$ cat src/rtl/alu_operand_stage_if.sv
// Valid/ready operand stream between a producer and the operand stage.
interface alu_operand_stage_if #(
    parameter int W = 16
);
    logic [W-1:0] tdata;
    logic         tvalid;
    logic         tready;

    modport master (output tdata, output tvalid, input tready);
    modport slave  (input tdata, input tvalid, output tready);
endinterface

$ cat src/rtl/alu_operand_stage.sv
// Paired left/right operand FIFOs feeding the ALU; releases matched pairs only.
// Optional occupancy/skew counters: ALU_OPERAND_STAGE_STATS_EN.
module alu_operand_stage #(
    parameter int LVAL_SIZE = 16,
    parameter int RVAL_SIZE = 16,
    parameter int DEPTH     = 4
) (
    input  logic                clk,
    input  logic                rst,
    alu_operand_stage_if.slave  s_lval_axis,
    alu_operand_stage_if.slave  s_rval_axis,
    alu_operand_stage_if.master m_lval_axis,
    alu_operand_stage_if.master m_rval_axis
`ifdef ALU_OPERAND_STAGE_STATS_EN
    ,
    output logic [$clog2(DEPTH):0] lval_level,
    output logic [$clog2(DEPTH):0] rval_level,
    output logic [31:0]            skew_cycles
`endif
);

    localparam int PW = $clog2(DEPTH);
    localparam int CW = PW + 1;
    localparam logic [CW-1:0] FULL = CW'(DEPTH);
    localparam logic [CW-1:0] C1   = CW'(1);
    localparam logic [PW-1:0] P1   = PW'(1);

    logic [LVAL_SIZE-1:0] mem_l_q [DEPTH];
    logic [RVAL_SIZE-1:0] mem_r_q [DEPTH];

    logic [PW-1:0] wr_l_q, wr_l_d, rd_l_q, rd_l_d;
    logic [PW-1:0] wr_r_q, wr_r_d, rd_r_q, rd_r_d;
    logic [CW-1:0] cnt_l_q, cnt_l_d, cnt_r_q, cnt_r_d;

    logic ne_l, ne_r, pair_vld;
    logic push_l, pop_l, push_r, pop_r;

    // Readies and valid come from registered counts only, so no
    // combinational path crosses the buffer in either direction.
    always_comb begin
        ne_l     = cnt_l_q != '0;
        ne_r     = cnt_r_q != '0;
        pair_vld = ne_l && ne_r;

        s_lval_axis.tready = cnt_l_q != FULL;
        s_rval_axis.tready = cnt_r_q != FULL;
        m_lval_axis.tvalid = pair_vld;
        m_rval_axis.tvalid = pair_vld;
        m_lval_axis.tdata  = ne_l ? mem_l_q[rd_l_q] : '0;
        m_rval_axis.tdata  = ne_r ? mem_r_q[rd_r_q] : '0;

        push_l = s_lval_axis.tvalid && (cnt_l_q != FULL);
        push_r = s_rval_axis.tvalid && (cnt_r_q != FULL);
        pop_l  = pair_vld && m_lval_axis.tready;
        pop_r  = pair_vld && m_rval_axis.tready;
    end

    always_comb begin
        wr_l_d  = push_l ? wr_l_q + P1 : wr_l_q;
        rd_l_d  = pop_l  ? rd_l_q + P1 : rd_l_q;
        wr_r_d  = push_r ? wr_r_q + P1 : wr_r_q;
        rd_r_d  = pop_r  ? rd_r_q + P1 : rd_r_q;
        cnt_l_d = cnt_l_q;
        cnt_r_d = cnt_r_q;
        unique case ({push_l, pop_l})
            2'b10:   cnt_l_d = cnt_l_q + C1;
            2'b01:   cnt_l_d = cnt_l_q - C1;
            default: cnt_l_d = cnt_l_q;
        endcase
        unique case ({push_r, pop_r})
            2'b10:   cnt_r_d = cnt_r_q + C1;
            2'b01:   cnt_r_d = cnt_r_q - C1;
            default: cnt_r_d = cnt_r_q;
        endcase
    end

    always_ff @(posedge clk or posedge rst) begin
        if (rst) begin
            wr_l_q  <= '0;
            rd_l_q  <= '0;
            cnt_l_q <= '0;
            wr_r_q  <= '0;
            rd_r_q  <= '0;
            cnt_r_q <= '0;
        end else begin
            wr_l_q  <= wr_l_d;
            rd_l_q  <= rd_l_d;
            cnt_l_q <= cnt_l_d;
            wr_r_q  <= wr_r_d;
            rd_r_q  <= rd_r_d;
            cnt_r_q <= cnt_r_d;
        end
    end

    // Storage is not reset; emptiness is tracked by the counts alone.
    always_ff @(posedge clk) begin
        if (push_l) mem_l_q[wr_l_q] <= s_lval_axis.tdata;
        if (push_r) mem_r_q[wr_r_q] <= s_rval_axis.tdata;
    end

`ifdef ALU_OPERAND_STAGE_STATS_EN
    logic [31:0] skew_q, skew_d;

    always_comb begin
        skew_d = skew_q;
        if ((ne_l ^ ne_r) && (skew_q != '1)) skew_d = skew_q + 32'd1;
    end

    always_ff @(posedge clk or posedge rst) begin
        if (rst) skew_q <= '0;
        else     skew_q <= skew_d;
    end

    assign lval_level  = cnt_l_q;
    assign rval_level  = cnt_r_q;
    assign skew_cycles = skew_q;
`endif

endmodule
$ cat src/flat_wrapper.sv
// flat-port wrapper written by rule: the top's interface ports become plain ports
module alu_operand_stage_flat 
#(
    parameter int LVAL_SIZE = 16,
    parameter int RVAL_SIZE = 16,
    parameter int DEPTH     = 4
)
  (clk, rst, s_lval_axis_tdata, s_lval_axis_tvalid, s_lval_axis_tready, s_rval_axis_tdata, s_rval_axis_tvalid, s_rval_axis_tready, m_lval_axis_tdata, m_lval_axis_tvalid, m_lval_axis_tready, m_rval_axis_tdata, m_rval_axis_tvalid, m_rval_axis_tready);
  alu_operand_stage_if s_lval_axis_i ();
  alu_operand_stage_if s_rval_axis_i ();
  alu_operand_stage_if m_lval_axis_i ();
  alu_operand_stage_if m_rval_axis_i ();
  input  logic clk;
  input  logic rst;
  input wire logic [$bits(s_lval_axis_i.tdata)-1:0] s_lval_axis_tdata;
  input wire logic [$bits(s_lval_axis_i.tvalid)-1:0] s_lval_axis_tvalid;
  output wire logic [$bits(s_lval_axis_i.tready)-1:0] s_lval_axis_tready;
  input wire logic [$bits(s_rval_axis_i.tdata)-1:0] s_rval_axis_tdata;
  input wire logic [$bits(s_rval_axis_i.tvalid)-1:0] s_rval_axis_tvalid;
  output wire logic [$bits(s_rval_axis_i.tready)-1:0] s_rval_axis_tready;
  output wire logic [$bits(m_lval_axis_i.tdata)-1:0] m_lval_axis_tdata;
  output wire logic [$bits(m_lval_axis_i.tvalid)-1:0] m_lval_axis_tvalid;
  input wire logic [$bits(m_lval_axis_i.tready)-1:0] m_lval_axis_tready;
  output wire logic [$bits(m_rval_axis_i.tdata)-1:0] m_rval_axis_tdata;
  output wire logic [$bits(m_rval_axis_i.tvalid)-1:0] m_rval_axis_tvalid;
  input wire logic [$bits(m_rval_axis_i.tready)-1:0] m_rval_axis_tready;
  assign s_lval_axis_i.tdata = s_lval_axis_tdata;
  assign s_lval_axis_i.tvalid = s_lval_axis_tvalid;
  assign s_lval_axis_tready = s_lval_axis_i.tready;
  assign s_rval_axis_i.tdata = s_rval_axis_tdata;
  assign s_rval_axis_i.tvalid = s_rval_axis_tvalid;
  assign s_rval_axis_tready = s_rval_axis_i.tready;
  assign m_lval_axis_tdata = m_lval_axis_i.tdata;
  assign m_lval_axis_tvalid = m_lval_axis_i.tvalid;
  assign m_lval_axis_i.tready = m_lval_axis_tready;
  assign m_rval_axis_tdata = m_rval_axis_i.tdata;
  assign m_rval_axis_tvalid = m_rval_axis_i.tvalid;
  assign m_rval_axis_i.tready = m_rval_axis_tready;
  alu_operand_stage #(.LVAL_SIZE(LVAL_SIZE), .RVAL_SIZE(RVAL_SIZE), .DEPTH(DEPTH)) u_core (.clk(clk), .rst(rst), .s_lval_axis(s_lval_axis_i), .s_rval_axis(s_rval_axis_i), .m_lval_axis(m_lval_axis_i), .m_rval_axis(m_rval_axis_i));
endmodule
$ cat config.mk
export PLATFORM = sky130hd
export DESIGN_NAME = alu_operand_stage_flat
export DESIGN_NICKNAME = d
export VERILOG_FILES = /design/src/rtl/alu_operand_stage_if.sv /design/src/rtl/alu_operand_stage.sv /design/src/flat_wrapper.sv
export SDC_FILE = /design/constraint.sdc
export NUM_CORES = 1
export LEC_CHECK = 0
export BUFFER_PORTS_ARGS = -buffer_cell sky130_fd_sc_hd__buf_2
export CORE_MARGIN = 2
export CORE_UTILIZATION = 42
export DETAILED_ROUTE_END_ITERATION = 12
export PLACE_DENSITY = 0.57
export SKIP_LAST_GASP = 1
export SYNTH_ARGS = -nofsm -noshare
export SYNTH_HDL_FRONTEND = slang
export SYNTH_SLANG_ARGS = --single-unit
$ cat constraint.sdc
create_clock -name clk -period 4.01 [get_ports clk]
set_clock_uncertainty 0.2 [all_clocks]
set_input_delay 0.802 -clock clk [delete_from_list [all_inputs] [get_ports clk]]
set_output_delay 0.802 -clock clk [all_outputs]
set_load 0.05 [all_outputs]
==> metrics.cfg, run 1 <==
[flow_run]
cap_viol_max_count = 0

[global_route]
grt.met2_usage = 0.2359
overflow = 0
first_global_vias = 2922
antenna_found_initial = 0
grtUsageTotal = 0.1503
use_met1 = 0.1886
grt-busiest-layer = met2
use_met3 = 0.04858
grt_first_pass_wirelength_um = 15610
grt_max_degree = 22

[clocking]
clk_latency_ns = 0.42
clk_pin_slew_ns = 0.06
holdBufCountCts = 0
root_buffer = clkbuf_16
cts_setup_buffers = 0
htree_levels = 4
cts.sinks = 142
numCtsBuffers = 17
clock_path_buffers = 2
cts_tree = yes
cts-resized-gates = 0

[synthesis]
synth.most_common_cell = edfxtp_1
synthFlopType = edfxtp_1
synth_commonest_cells = edfxtp_1 (128), and2_1 (33), mux4_2 (32)
syn-instance-count = 281
synth_edf_count = 128
ys_warn_count = 0
syn_avg_cell_area_um2 = 20.34
ys_seq_area_frac = 0.7338
ys_async_sr_fraction = 0.09859
yosysUniqueCellTypes = 22
synthTopCellsByArea = edfxtp_1 (67%), mux4_2 (13%), dfrtp_1 (6.1%)
syn_nets = 331
yosys.area.top_type_share = 0.6725
ys_ff_latch = 142
synth_largest_area_cell = edfxtp_1
synth_area_um2 = 5715

[outcome]
status = complete, no violations

[place]
port_buffers = 73
post-dp-hpwl_um = 6085
finalWeightedCongestion = 0.6828

[worst_setup_path]
critPathCaptureType = output pin
cp_data_arrival_time_ns = 2.21
start_kind = register
critPathKind = register to output pin
cp_data_required_time_ns = 3.01
crit_fanout = 13

[sta]
finalHoldViolCount = 0
setup_violations = 0
drv_slew = 0
worst-slew-pin-transition_ns = 0.9151
max_freq_mhz = 311.8
slew_headroom = 0.3899
rsz0062_at_grt = no
fin_crit_ns = 3.208
setup_tns_ns = 0
post-route-period-util = 0.7999

[layout]
diodes = 0
utilization = 0.5153
area_growth_pct = 19.40
nFillCells = 1108
layout.area.seq_um2 = 4194
multi_input_area_um2 = 1383
final_nets = 412
drive_above_1_share = 0.3840

[detailed_routing]
drt_wl_total_um = 9955
wl_per_cell_um = 18.07
vias = 2707
drt_first_iter_violations = 180
ant_nets = 0
drtPass1Iterations = 4
drc = 0
vias_per_cell = 4.913

[die]
core_um2 = 13240
rows = 42
initial_core_util = 0.4316
design.die.area_um2 = 14560
ioPinCount = 74
die-width_um = 120.7
die_y_um = 120.7

[min_path]
hp-class = input pin to async pin

## state kept, by name, summed over array words and instances (netlist names)
| name | cells |
|---|---|
| u_core.mem_r_q | 64 |
| u_core.wr_r_q | 2 |
| u_core.cnt_l_q | 3 |
| u_core.wr_l_q | 2 |
| u_core.cnt_r_q | 3 |
| u_core.mem_l_q | 64 |
| u_core.rd_r_q | 2 |
| u_core.rd_l_q | 2 |
## critical path, stage by stage, from the launching register on
cell and delay, ns:
dfrtp_1 0.51, buf_4 0.34, mux4_2 0.56, and2_1 0.18, buf_2 0.21
## per-stage QoR
step | hold WS [ns] | setup slack, ns | area [um^2] | std cells
floorplan | 0.2475 | 1.329 | 5715 | 281
global placement | 0.2728 | 1.211 | 6226 | 519
detailed placement | 0.2767 | 1.189 | 6226 | 519
CTS | 0.2269 | 0.7416 | 6824 | 551
global route | 0.2616 | 0.6710 | 6824 | 551
finish | 0.2165 | 0.8024 | 6824 | 551
## final cells by class
cell class,instances,share of cell area
Inverter,13,0.007151
Clock inverter,15,0.02530
Multi-Input combinational cell,113,0.2026
Tap cell,176,0.03227
Clock buffer,17,0.06234
Timing Repair Buffer,75,0.05574
Sequential cell,142,0.6146
## layer usage
layer | share of wire | up-vias
met5 | 0 | -
met1 | 0.45 | 1386
met3 | 0.046 | 12
li1 | - | 1248
met4 | 0.016 | 0
met2 | 0.49 | 61
## layout by cell type, fill, tap and decap left out
master / synthesis / routed
xnor2_1: 6 / 6
and3_1: 10 / 10
or3_1: 2 / 2
edfxtp_1: 128 / 128
clkinv_2: 0 / 3
buf_2: 4 / 73
clkbuf_16: 0 / 17
clkinvlp_4: 0 / 5
and2_1: 33 / 33
mux2_4: 2 / 2
mux4_2: 32 / 32
mux2i_1: 2 / 2
inv_1: 13 / 13
nor2_1: 2 / 2
fa_1: 2 / 2
dfrtp_1: 14 / 14
clkinv_1: 0 / 1
buf_4: 1 / 2
nand4_1: 2 / 2
bufinv_16: 0 / 3
or3b_4: 2 / 2
and2_4: 2 / 2
clkinv_4: 0 / 3
xor2_1: 6 / 6
ha_1: 10 / 10
## worst paths after layout
path | end | start | slack (ns) | cells after the start
max reg2reg | u_core.cnt_l_q[2] | u_core.cnt_r_q[0] | 1.34 | 8
min | u_core.wr_l_q[1] | rst | 0.22 | 2
max | m_rval_axis_tdata[11] | u_core.rd_r_q[0] | 0.80 | 4
min in group clk | u_core.cnt_r_q[2] | u_core.cnt_r_q[2] | 0.28 | 1
max in group asynchronous | u_core.rd_r_q[0] | rst | 3.03 | 2
min reg2reg | u_core.cnt_r_q[2] | u_core.cnt_r_q[2] | 0.28 | 1
## logic make-up after synthesis
kind of cell,count (synthesis),share of synthesized area
DFF,142,0.7338
and+or+nand+nor,53,0.05976
muxes,36,0.1349
buffers and inverters,26,0.02430
xor gates and xnor gates,12,0.01839
adders and majority gates,12,0.02890
Power of run 1 is left out: the tool's default activity adds up to more than one toggle a clock period on the data nets, which glitch-free logic cannot reach.
==> inputs of run 2 (changes only) <==
==> constraint.sdc (replaced) <==
create_clock -name clk -period 3.3 [get_ports clk]
set_clock_uncertainty 0.2 [all_clocks]
set_input_delay 0.66 -clock clk [delete_from_list [all_inputs] [get_ports clk]]
set_output_delay 0.66 -clock clk [all_outputs]
set_load 0.05 [all_outputs]
==> run 2 against run 1 <==
Compared with the run above:
- first-iteration DRC count is 3.9% lower
- hold slack worse by 0.13 ns
- sequential share of layout area is 0.73 points lower
- cell area is 1.2% higher
- global-route usage is 0.43 points lower
- core utilization is 0.62 points higher
- critical path type unchanged
- wire length is 0.87% lower
- register-to-register slack worse by 0.68 ns
- via count is 1.2% higher
==> metrics.cfg, run 2 (same netlist as run 1, synthesis figures left out) <==
[flow_run]
cap_viol_max_count = 0

[worst_setup_path]
cp_data_arrival_time_ns = 2.06
r2r-start = u_core.cnt_l_q[0]
reg2regPathDepth = 8
crit_buf_inv = 2
reg2reg_setup_slack_ns = 0.66
critPathKind = register to output pin
cp_top_family = buffers and inverters
crit_fanout = 16
crit_chain = buf_4 > mux4_2 > and2_1 > buf_2
critPathCaptureType = output pin
slowest_delay_ns = 0.54
cp_data_required_time_ns = 2.44
start_kind = register
reg2reg_to = u_core.cnt_l_q[2]
slowest_stage = mux4_2

[clocking]
root_buffer = clkbuf_16
clk_latency_ns = 0.41
cts-resized-gates = 0
cts.sinks = 142
htree_levels = 4
clk_pin_slew_ns = 0.06
cts_tree = yes
numCtsBuffers = 17
clock_path_buffers = 2
holdBufCountCts = 0
cts_setup_buffers = 0

[detailed_routing]
ant_nets = 0
vias_per_cell = 4.910
drt_first_iter_violations = 173
drc = 0
drt_wl_total_um = 9868
vias = 2740
drtPass1Iterations = 4
wl_per_cell_um = 17.68

[global_route]
grt_first_pass_wirelength_um = 15450
antenna_found_initial = 1
overflow = 0
first_global_vias = 2941
grtUsageTotal = 0.1460
grt_max_degree = 22

[layout]
area_growth_pct = 20.84
mostFrequentLayoutCell = edfxtp_1
mostFrequentLayoutCells = edfxtp_1 (128), buf_2 (73), and2_1 (33)
drive_above_1_share = 0.3979
final_area_um2 = 6907
reg.largest.list = u_core.mem_l_q: 64 flops, u_core.mem_r_q: 64 flops
final_nets = 419
diodes = 0
nFillCells = 1135

[die]
ioPinCount = 74
die_y_um = 120.7
initial_core_util = 0.4316
die-width_um = 120.7
rows = 42
core_um2 = 13240
design.die.area_um2 = 14560

[sta]
setup_ws_ns = 0.3798
rsz0062_at_grt = no
fin_crit_ns = 2.920
worst-slew-pin-transition_ns = 0.8645
max_freq_mhz = 342.4
finalHoldViolCount = 0
drv_slew = 0
slew_headroom = 0.4237
setup_tns_ns = 0
post-route-period-util = 0.8849
setup_violations = 0

[place]
post-dp-hpwl_um = 6144
finalWeightedCongestion = 0.7064
port_buffers = 73
place_area_um2 = 6279
place_ws_ns = 0.6267

[outcome]
status = complete, no violations

[min_path]
hp-class = input pin to async pin

[run 2: cell type report]
| class | count | area, um^2 | area share |
|---|---|---|---|
| multi-input combinational | 113 | 1383 | 0.2002 |
| clock buffer | 20 | 466.7 | 0.06757 |
| sequential | 142 | 4194 | 0.6072 |
| tap | 176 | 220.2 | 0.03188 |
| inverter | 13 | 48.80 | 0.007065 |
| timing repair buffer | 82 | 432.9 | 0.06268 |
| clock inverter | 12 | 161.4 | 0.02337 |
[run 2: worst max path at each step]
stage                                 start                     to  depth (start not counted)  slack (ns)
after floorplan           u_core.cnt_l_q[0]     m_rval_axis_tvalid                          5        0.76
after global placement    u_core.cnt_r_q[0]      u_core.cnt_l_q[1]                          6        0.74
after detailed placement  u_core.cnt_l_q[0]      u_core.cnt_l_q[2]                          8        0.63
after CTS                  u_core.rd_l_q[0]  m_lval_axis_tdata[14]                          4        0.32
after global routing       u_core.rd_l_q[0]  m_lval_axis_tdata[12]                          4        0.23
final                      u_core.rd_l_q[0]  m_lval_axis_tdata[14]                          4        0.38
[run 2: routing by layer]
metal | up-vias | track usage | share of wire
met4 | 2 | 0.05669 | 0.011
met2 | 65 | 0.2274 | 0.49
met1 | 1401 | 0.1918 | 0.44
met5 | - | 0 | 0.0013
li1 | 1261 | - | -
met3 | 11 | 0.04717 | 0.050
[run 2: through the flow]
step | hold WS [ns] | utilization | std cells
CTS | 0.09640 | 0.5215 | 558
finish | 0.08949 | 0.5215 | 558
global placement | 0.2766 | 0.4741 | 526
detailed placement | 0.2808 | 0.4741 | 526
floorplan | 0.2475 | - | 281
global route | 0.1258 | 0.5215 | 558
Power of run 2 is left out for the same reason.
